`src/rtl/f1_pkg.sv`:
```
// Shared definitions for the F1 reaction timer: FSM states, LFSR geometry and feedback taps.
package f1_pkg;

    typedef enum logic [2:0] {
        ST_IDLE,
        ST_ARMED,
        ST_DELAY,
        ST_TIMING,
        ST_DONE
    } f1_state_t;

    localparam int unsigned LFSR_W = 7;

    // x^7 + x^6 + 1: feedback from the two most significant stages
    localparam logic [LFSR_W-1:0] LFSR_TAPS = 7'b110_0000;

    function automatic logic [LFSR_W-1:0] lfsr_next(input logic [LFSR_W-1:0] q);
        return {q[LFSR_W-2:0], ^(q & LFSR_TAPS)};
    endfunction

endpackage

```
`src/rtl/f1_lfsr.sv`:
```
// Free-running 7-bit Fibonacci LFSR used to pick the random lights-out delay.
module f1_lfsr
    import f1_pkg::*;
(
    input  logic              clk,
    input  logic              rst,
    input  logic [LFSR_W-1:0] seed,
    output logic [LFSR_W-1:0] q
);

    // A zero seed would lock the register up, so it is replaced by 1
    always_ff @(posedge clk) begin
        if (rst)
            q <= (seed == '0) ? LFSR_W'(1) : seed;
        else
            q <= lfsr_next(q);
    end

endmodule

```
`src/rtl/f1_reaction_timer.sv`:
```
// F1 start-lights reaction timer: random delay after full lights, then times the driver's press.
// Optional feature macro: JUMP_START_EN (detect presses before lights-out as jump starts).
module f1_reaction_timer
    import f1_pkg::*;
#(
    parameter int unsigned        CNT_W     = 16,
    parameter logic [LFSR_W-1:0]  LFSR_SEED = 7'h01
) (
    input  logic             clk,
    input  logic             rst,
    input  logic             start,
    input  logic             tick,
    input  logic [7:0]       lights_in,
    input  logic             btn,
    output logic             lights_off,
    output logic             react_valid,
    output logic [CNT_W-1:0] react_time,
    output logic             jump_start,
    output logic             timeout,
    output logic             busy
);

    f1_state_t         state, state_nxt;
    logic [LFSR_W-1:0] lfsr_q;
    logic [LFSR_W-1:0] dly_cnt;
    logic [CNT_W-1:0]  cnt;
    logic              btn_q;
    logic              press;
    logic              jump_press;
    logic              arm;
    logic              finish;
    logic              fin_to;
    logic [CNT_W-1:0]  fin_time;

    f1_lfsr u_lfsr (
        .clk  (clk),
        .rst  (rst),
        .seed (LFSR_SEED),
        .q    (lfsr_q)
    );

    assign press = btn & ~btn_q;

`ifdef JUMP_START_EN
    assign jump_press = press && (state == ST_ARMED || state == ST_DELAY);

    always_ff @(posedge clk) begin
        if (rst || arm)
            jump_start <= 1'b0;
        else if (finish)
            jump_start <= jump_press;
    end
`else
    assign jump_press = 1'b0;
    assign jump_start = 1'b0;
`endif

    always_ff @(posedge clk) begin
        if (rst)
            state <= ST_IDLE;
        else
            state <= state_nxt;
    end

    always_comb begin
        state_nxt = state;
        arm       = 1'b0;
        finish    = 1'b0;
        fin_to    = 1'b0;
        fin_time  = '0;
        case (state)
            ST_IDLE, ST_DONE: begin
                if (start) begin
                    state_nxt = ST_ARMED;
                    arm       = 1'b1;
                end
            end
            ST_ARMED: begin
                if (jump_press) begin
                    state_nxt = ST_DONE;
                    finish    = 1'b1;
                end else if (lights_in == 8'hFF) begin
                    state_nxt = ST_DELAY;
                end
            end
            ST_DELAY: begin
                // A jump start outranks a coincident delay expiry
                if (jump_press) begin
                    state_nxt = ST_DONE;
                    finish    = 1'b1;
                end else if (tick && dly_cnt == LFSR_W'(1)) begin
                    state_nxt = ST_TIMING;
                end
            end
            ST_TIMING: begin
                if (press) begin
                    state_nxt = ST_DONE;
                    finish    = 1'b1;
                    fin_time  = cnt;
                end else if (&cnt) begin
                    state_nxt = ST_DONE;
                    finish    = 1'b1;
                    fin_time  = '1;
                    fin_to    = 1'b1;
                end
            end
            default: state_nxt = ST_IDLE;
        endcase
    end

    always_ff @(posedge clk) begin
        if (rst) begin
            btn_q       <= 1'b0;
            react_valid <= 1'b0;
            react_time  <= '0;
            timeout     <= 1'b0;
            dly_cnt     <= '0;
            cnt         <= '0;
        end else begin
            btn_q       <= btn;
            react_valid <= finish;
            if (arm) begin
                react_time <= '0;
                timeout    <= 1'b0;
            end else if (finish) begin
                react_time <= fin_time;
                timeout    <= fin_to;
            end
            if (state == ST_ARMED && state_nxt == ST_DELAY)
                dly_cnt <= lfsr_q;
            else if (state == ST_DELAY && tick)
                dly_cnt <= dly_cnt - LFSR_W'(1);
            // Held at zero outside TIMING so the entry cycle reads 0
            if (state != ST_TIMING)
                cnt <= '0;
            else if (state_nxt == ST_TIMING)
                cnt <= cnt + CNT_W'(1);
        end
    end

    assign lights_off = (state == ST_TIMING);
    assign busy       = (state == ST_ARMED) || (state == ST_DELAY) || (state == ST_TIMING);

endmodule

```
`config.mk`:
```
export PLATFORM = sky130hd
export DESIGN_NAME = f1_reaction_timer
export DESIGN_NICKNAME = d
export VERILOG_FILES = /design/src/rtl/f1_pkg.sv /design/src/rtl/f1_lfsr.sv /design/src/rtl/f1_reaction_timer.sv
export SDC_FILE = /design/constraint.sdc
export NUM_CORES = 1
export LEC_CHECK = 0
export CORE_ASPECT_RATIO = 1.2
export CORE_UTILIZATION = 28
export DETAILED_ROUTE_END_ITERATION = 7
export MAX_ROUTING_LAYER = met4
export PLACE_DENSITY = 0.57
export RECOVER_POWER = 50
export REMOVE_ABC_BUFFERS = 1
export SLEW_MARGIN = 5
export SYNTH_ARGS = -nofsm -noshare
export SYNTH_HDL_FRONTEND = slang
export SYNTH_HIERARCHICAL = 1
export SYNTH_SLANG_ARGS = --single-unit
```
`constraint.sdc`:
```
create_clock -name clk -period 2.4 [get_ports clk]
set_input_delay 0.48 -clock clk [delete_from_list [all_inputs] [get_ports clk]]
set_output_delay 0.48 -clock clk [all_outputs]
set_load 0.01 [all_outputs]
```
==> results_dict.tcl, run 1 <==
set metrics [dict create \
    violations "design-rule violations" \
    ant_nets 0 \
    wire_per_inst_um 12.6 \
    synth_top_area_share_pct 45.6 \
    syn2layout_area_growth_pct 23.9 \
    cts_setup_buffers 0 \
    synth_cell_type_count 45 \
    critPathLaunchType "flop" \
    route.detailed.drc 9 \
    place_ws_ns 0.0136 \
    grt_remaining_overflow 0 \
    leakage_nw 1.03 \
    clkTransAtPathRegs_ns 0.09 \
    async_flop_share_pct 0 \
    drtIter0Drc 90 \
    core_um2 7790 \
    synth_edf_count 0 \
    ys_ff_latch 52 \
    drive_gt1_share_pct 14.1 \
    nets 299 \
    die_y_um 101 \
    critPathMaxStageDelay_ns 0.57 \
    port_buffers 32 \
    vdd.ir_drop.worst_uv 276 \
    fillers 804 \
    insertedDiodeCount 0 \
    worst_slack_ns 0.230 \
    timing.fmax_mhz 461 \
    yosysSeqAreaShare_pct 45.6 \
    grt_pass1_vias 1729 \
    finalSetupTns_ns 0 \
    via_per_inst 4.95 \
    wl_um 4730 \
    hold_class "reg -> reg" \
    numCtsBuffers 5 \
    relSlewSlack_pct 48.0 \
    via_count 1856 \
    synth_area_um2 2280 \
    worst_ep_required_time_ns 1.92 \
    holdWs_ns 0.495 \
    cts_hold_buf 0 \
    die_x_um 84.5 \
    outcome "finished with violations" \
    insertion_delay_ns 0.30 \
    synth_flop_cell "dfxtp_1" \
    cts-resized-gates 0 \
    grt_pass1_wl_um 8270 \
    finalSetupViolCount 0 \
    crit_path_end_kind "output pin" \
    dieArea_um2 8530 \
    clock_skew_ns 0.0115 \
    maxSlewViolCount 0 \
    cts_sinks 52 \
    dr.pass1.iters 6 \
    worstSetupPathType "reg -> out" \
    syn_inst 236 \
    grt_max_degree 25 \
    synth_warnings 6 \
    path_buf_inv 2 \
    gp_congestion 0.775 \
    grt_use_total_pct 12.3 \
    worstPathArrival_ns 1.69 \
    final_hold_viol_count 0 \
    power_mw 1.44 \
    yosys.area.top_type "dfxtp_1" \
    final_util_pct 36.3 \
    pwr_density_cell_nw_per_um2 508 \
    min_period_ns 2.17 \
    crit_path_cell_trace "nand3b_1 -> inv_1 -> clkdlybuf4s50_1" \
    cts_tree "yes" \
    clock-root-buffer "clkbuf_8" \
    period_share_pct 90.4 \
    rsz0062_at_grt "false" \
    antenna_found_initial 0 \
    synth_area_per_cell_um2 9.68 \
    critPathMaxFanout 8 \
    htreeDepth 2 \
    crit_family "buffers and inverters" \
    start_util_pct 29.3 \
    synth.top_cells.by_area "dfxtp_1 46%, o221a_2 7.9%, a21oi_1 4.8%, nor2_1 3.5%, mux2_2 3.0%" \
    io_pins 34 \
    rows 35 \
    clock_path_buffers 2 \
    worst_pin_slew_ns 0.780 \
    slowest_stage "clkdlybuf4s50_1" \
    cap_violations 0 \
    dpl.hpwl_um 3360 \
]
-- kinds of logic (layout without fill, tap and decap cells) --
kind of cell    after synthesis  count (layout)  synth area share [%]
simple gates                 78              78                  19.6
compound gates               65              65                  21.1
flops                        52              52                  45.6
buf+inv                      21              56                  5.20
mux                           9               9                  4.27
xor+xnor                      6               6                  2.30
fa+ha+maj                     3               3                  1.64
other cells                   2              14                 0.329
-- area by class of cell --
class / instances / area (um^2) / area share, %
timing repair buffer: 42 / 397 / 14.0
multi-input combinational: 175 / 1170 / 41.3
tap: 92 / 115 / 4.07
clock buffer: 5 / 68.8 / 2.43
inverter: 7 / 26.3 / 0.928
clock inverter: 2 / 12.5 / 0.442
sequential: 52 / 1040 / 36.8
-- cell usage after synthesis, drive strengths merged (6+ instances only) --
| cell | number |
|---|---|
| dfxtp | 52 |
| nand2 | 7 |
| o221a | 16 |
| buf | 9 |
| nand4 | 6 |
| nor2 | 21 |
| inv | 7 |
| o21ai | 10 |
| mux2 | 6 |
| or3 | 10 |
| a21oi | 22 |
| nand3 | 8 |
-- power breakdown --
group / total (mW) / internal (mW) / switching [mW]
Combinational: 0.0738 / 0.0412 / 0.0326
Clock: 0.475 / 0.198 / 0.277
Sequential: 0.890 / 0.878 / 0.0113
-- routing by layer --
layer	vias to the layer above	track usage [%]	part of all wire, %
met4	0	3.52	0.83
met3	5	2.29	2.3
met2	21	20.9	49
met1	867	15.0	48
met5	-	-	0
li1	963	-	-
-- state kept, by name, summed over array words and instances, names as in the netlist --
signal and cells:
cnt 16, react_time 16, dly_cnt 7, u_lfsr/q 7, state 3, btn_q 1
react_valid 1, timeout 1
-- layout by cell type (no fill, tap or decap), types with 7 or more instances in the layout --
cell and instances:
nand2_1 7, a21oi_1 22, dlygate4sd3_1 20, dfxtp_1 52
nand3_1 7, o221a_2 16, conb_1 14, inv_1 7
o21ai_0 10, or3_1 10, nor2_1 21, clkdlybuf4s50_1 12
-- worst reg2reg max path, cell delays in order (launching register included) --
cell	delay [ns]
dfxtp_1	0.43
nand4_1	0.26
nor4_4	0.47
o31a_4	0.33
buf_4	0.19
mux2i_1	0.18
nor2_1	0.05
-- through the flow --
step	area, um^2	std cells
after floorplan	2240	234
after global placement	2760	368
after detailed placement	2760	368
after CTS	2840	375
after global routing	2830	375
final	2830	375
-- path summary, 6_finish.rpt --
kind	to	slack [ns]	depth (start not counted)	start
hold reg to reg	u_lfsr/q[2]	0.50	1	u_lfsr/q[1]
setup / recovery	lights_off	0.23	3	state[0]
setup reg to reg	cnt[1]	0.40	6	cnt[8]
hold / removal	u_lfsr/q[2]	0.50	1	u_lfsr/q[1]
Power figures use the tool's default switching activity.
==> run 2: changes to the inputs <==
--- a/config.mk
+++ b/config.mk
@@ -5,9 +5,11 @@
 export SDC_FILE = /design/constraint.sdc
 export NUM_CORES = 1
 export LEC_CHECK = 0
+export ABC_CLOCK_PERIOD_IN_PS = 2000
 export CORE_ASPECT_RATIO = 1.2
 export CORE_UTILIZATION = 28
 export DETAILED_ROUTE_END_ITERATION = 7
+export GPL_TIMING_DRIVEN = 0
 export MAX_ROUTING_LAYER = met4
 export PLACE_DENSITY = 0.57
 export RECOVER_POWER = 50
==> constraint.sdc (replaced) <==
create_clock -name clk -period 2 [get_ports clk]
set_input_delay 0.4 -clock clk [delete_from_list [all_inputs] [get_ports clk]]
set_output_delay 0.4 -clock clk [all_outputs]
set_load 0.01 [all_outputs]
==> run 2 against run 1 <==
  * The flow still finishes with violations (design-rule violations)
  * Flip-flop and latch count unchanged
  * Final cell count rose by 0.27%
  * Clock skew decreased by 0.0017 ns
  * Worst hold slack got worse by 0.0053 ns
  * Sequential power grew 20%
  * Setup slack got worse by 0.22 ns
  * Critical path type is now reg -> reg
  * Count of clock-buffer cells in the layout unchanged
  * Wire length increased by 2.7%
  * Largest power group unchanged
==> results_dict.tcl, run 2 (same netlist as run 1, synthesis figures left out) <==
set metrics [dict create \
    maxSlewViolCount 0 \
    reg2reg_slack_ns 0.008 \
    outcome "finished with violations" \
    dpl.hpwl_um 3110 \
    gp_congestion 0.712 \
    min_period_ns 1.99 \
    via_per_inst 5.11 \
    wire_per_inst_um 12.9 \
    cap_violations 0 \
    rows 35 \
    vdd.ir_drop.worst_uv 327 \
    io_pins 34 \
    worst_ep_required_time_ns 2.23 \
    grt_remaining_overflow 0 \
    cts_sinks 52 \
    switching_power_uw 389 \
    htreeDepth 2 \
    layout_common_cells "46 x dfxtp_1, 21 x nor2_1, 19 x a21oi_1, 19 x dlygate4sd3_1, 16 x o221a_2" \
    intPower_mw 1.59 \
    layout_commonest_cell "dfxtp_1" \
    critPathLaunchType "flop" \
    reg2regPathDepth 7 \
    period_share_pct 99.6 \
    dpl.cell_count 358 \
    leakage_nw 1.08 \
    syn2layout_area_growth_pct 30.6 \
    via_count 1923 \
    route.detailed.drc 4 \
    cts_hold_buf 0 \
    clock-root-buffer "clkbuf_8" \
    port_buffers 32 \
    worstPathArrival_ns 2.22 \
    crit_path_end_kind "flop" \
    grt_pass1_wl_um 8190 \
    p_clk_share_pct 41.6 \
    pwr-share-comb_pct 4.5 \
    cts_tree "yes" \
    timing.fmax_mhz 502 \
    p_sw_share_pct 19.6 \
    numCtsBuffers 5 \
    die_x_um 84.5 \
    ant_nets 0 \
    nets 300 \
    hold_class "reg -> reg" \
    pwr_density_cell_nw_per_um2 665 \
    min_from "u_lfsr/q[1]" \
    violations "design-rule violations" \
    r2r-start "cnt[0]" \
    layoutNonFillerInstCount 376 \
    critPathMaxFanout 6 \
    holdPathStages 1 \
    drtIter0Drc 120 \
    clkTransAtPathRegs_ns 0.09 \
    start_util_pct 29.3 \
    dr.pass1.iters 8 \
    insertion_delay_ns 0.30 \
    finalSetupViolCount 0 \
    die_y_um 101 \
    drive_gt1_share_pct 21.5 \
    reg.largest.list "cnt x16, react_time x16" \
    final_util_pct 38.3 \
    grt_max_degree 24 \
    seqPwrFrac_pct 53.9 \
    worstSetupPathType "reg -> reg" \
    grt_use_total_pct 12.3 \
    antenna_found_initial 0 \
    worst_pin_slew_ns 0.935 \
    grt_pass1_vias 1781 \
    insertedDiodeCount 0 \
    dieArea_um2 8530 \
    clock_skew_ns 0.00972 \
    clock_path_buffers 2 \
    final_hold_viol_count 0 \
    power_mw 1.98 \
    hold_end "u_lfsr/q[2]" \
    wl_um 4860 \
    rsz0062_at_grt "true" \
    relSlewSlack_pct 37.7 \
    reg2reg_to "cnt[10]" \
    core_um2 7790 \
]
-- run 2: changes by cell type in the layout (fill, tap and decap cells not counted), moves of 2 or more --
cell	before	now
dfxtp_1	52	46
a21oi_1	22	19
clkbuf_1	3	0
bufinv_16	0	2
dfxtp_2	0	5
a21oi_2	0	2
-- run 2: timing repair --
item / CTS / global route
cloned: 1 / 1
resized for setup: 11 / 13
pin swaps: 2 / 2
setup endpoints to repair: 43 / 42
buffers inserted: 6 / 3
-- run 2: power by group through the flow --
| stage | Sequential, mW | Combinational (mW) | Clock (mW) |
|---|---|---|---|
| global placement | 1.09 | 0.0850 | 0 |
| finish | 1.07 | 0.0895 | 0.825 |
| CTS | 1.07 | 0.0898 | 0.858 |
| global route | 1.07 | 0.100 | 0.900 |
| floorplan | 1.09 | 0.0425 | 0 |
| detailed placement | 1.09 | 0.0853 | 0 |
-- run 2: critical path, cell delays in order (launching register included) --
cell     delay (ns)
dfxtp_2        0.35
ha_2           0.19
nand4_1        0.15
nor4_4         0.07
buf_6          0.14
o31a_4         0.37
or4_1          0.50
a21oi_2        0.14
-- run 2: layout make-up --
| type | count | area (um^2) |
|---|---|---|
| timing repair buffer | 41 | 403 |
| fill | 800 | 4810 |
| sequential | 52 | 1050 |
| multi-input combinational | 177 | 1260 |
| tap | 92 | 115 |
| clock inverter | 2 | 60.1 |
| clock buffer | 5 | 68.8 |
| inverter | 7 | 26.3 |
-- run 2: per-layer routing --
| layer | global-route usage, % | vias up | part of all wire (%) |
|---|---|---|---|
| met2 | 21.8 | 34 | 51 |
| met4 | 3.91 | 0 | 1.7 |
| li1 | - | 966 | - |
| met1 | 14.1 | 915 | 44 |
| met5 | - | - | 0 |
| met3 | 2.21 | 8 | 3.2 |
-- run 2: how the worst max path moves through the flow --
stage	from	end	slack (ns)	cells after the start
floorplan	tick	cnt[12]	-0.17	5
global placement	rst	react_time[9]	-1.02	3
detailed placement	rst	react_time[12]	-1.04	3
CTS	cnt[0]	cnt[12]	0.0006	6
global route	cnt[0]	cnt[10]	-0.08	7
finish	cnt[0]	cnt[10]	0.008	7
-- run 2: stage by stage --
stage | setup slack, ns | area, um^2 | hold WS [ns] | TNS [ns]
after detailed placement | -1.04 | 2670 | 0.474 | -35.51
after global placement | -1.02 | 2670 | 0.471 | -34.73
after floorplan | -0.167 | 2240 | 0.456 | -1.04
after CTS | 0.000596 | 2910 | 0.497 | 0
final | 0.00788 | 2980 | 0.490 | 0
after global routing | -0.0798 | 2980 | 0.513 | -0.400
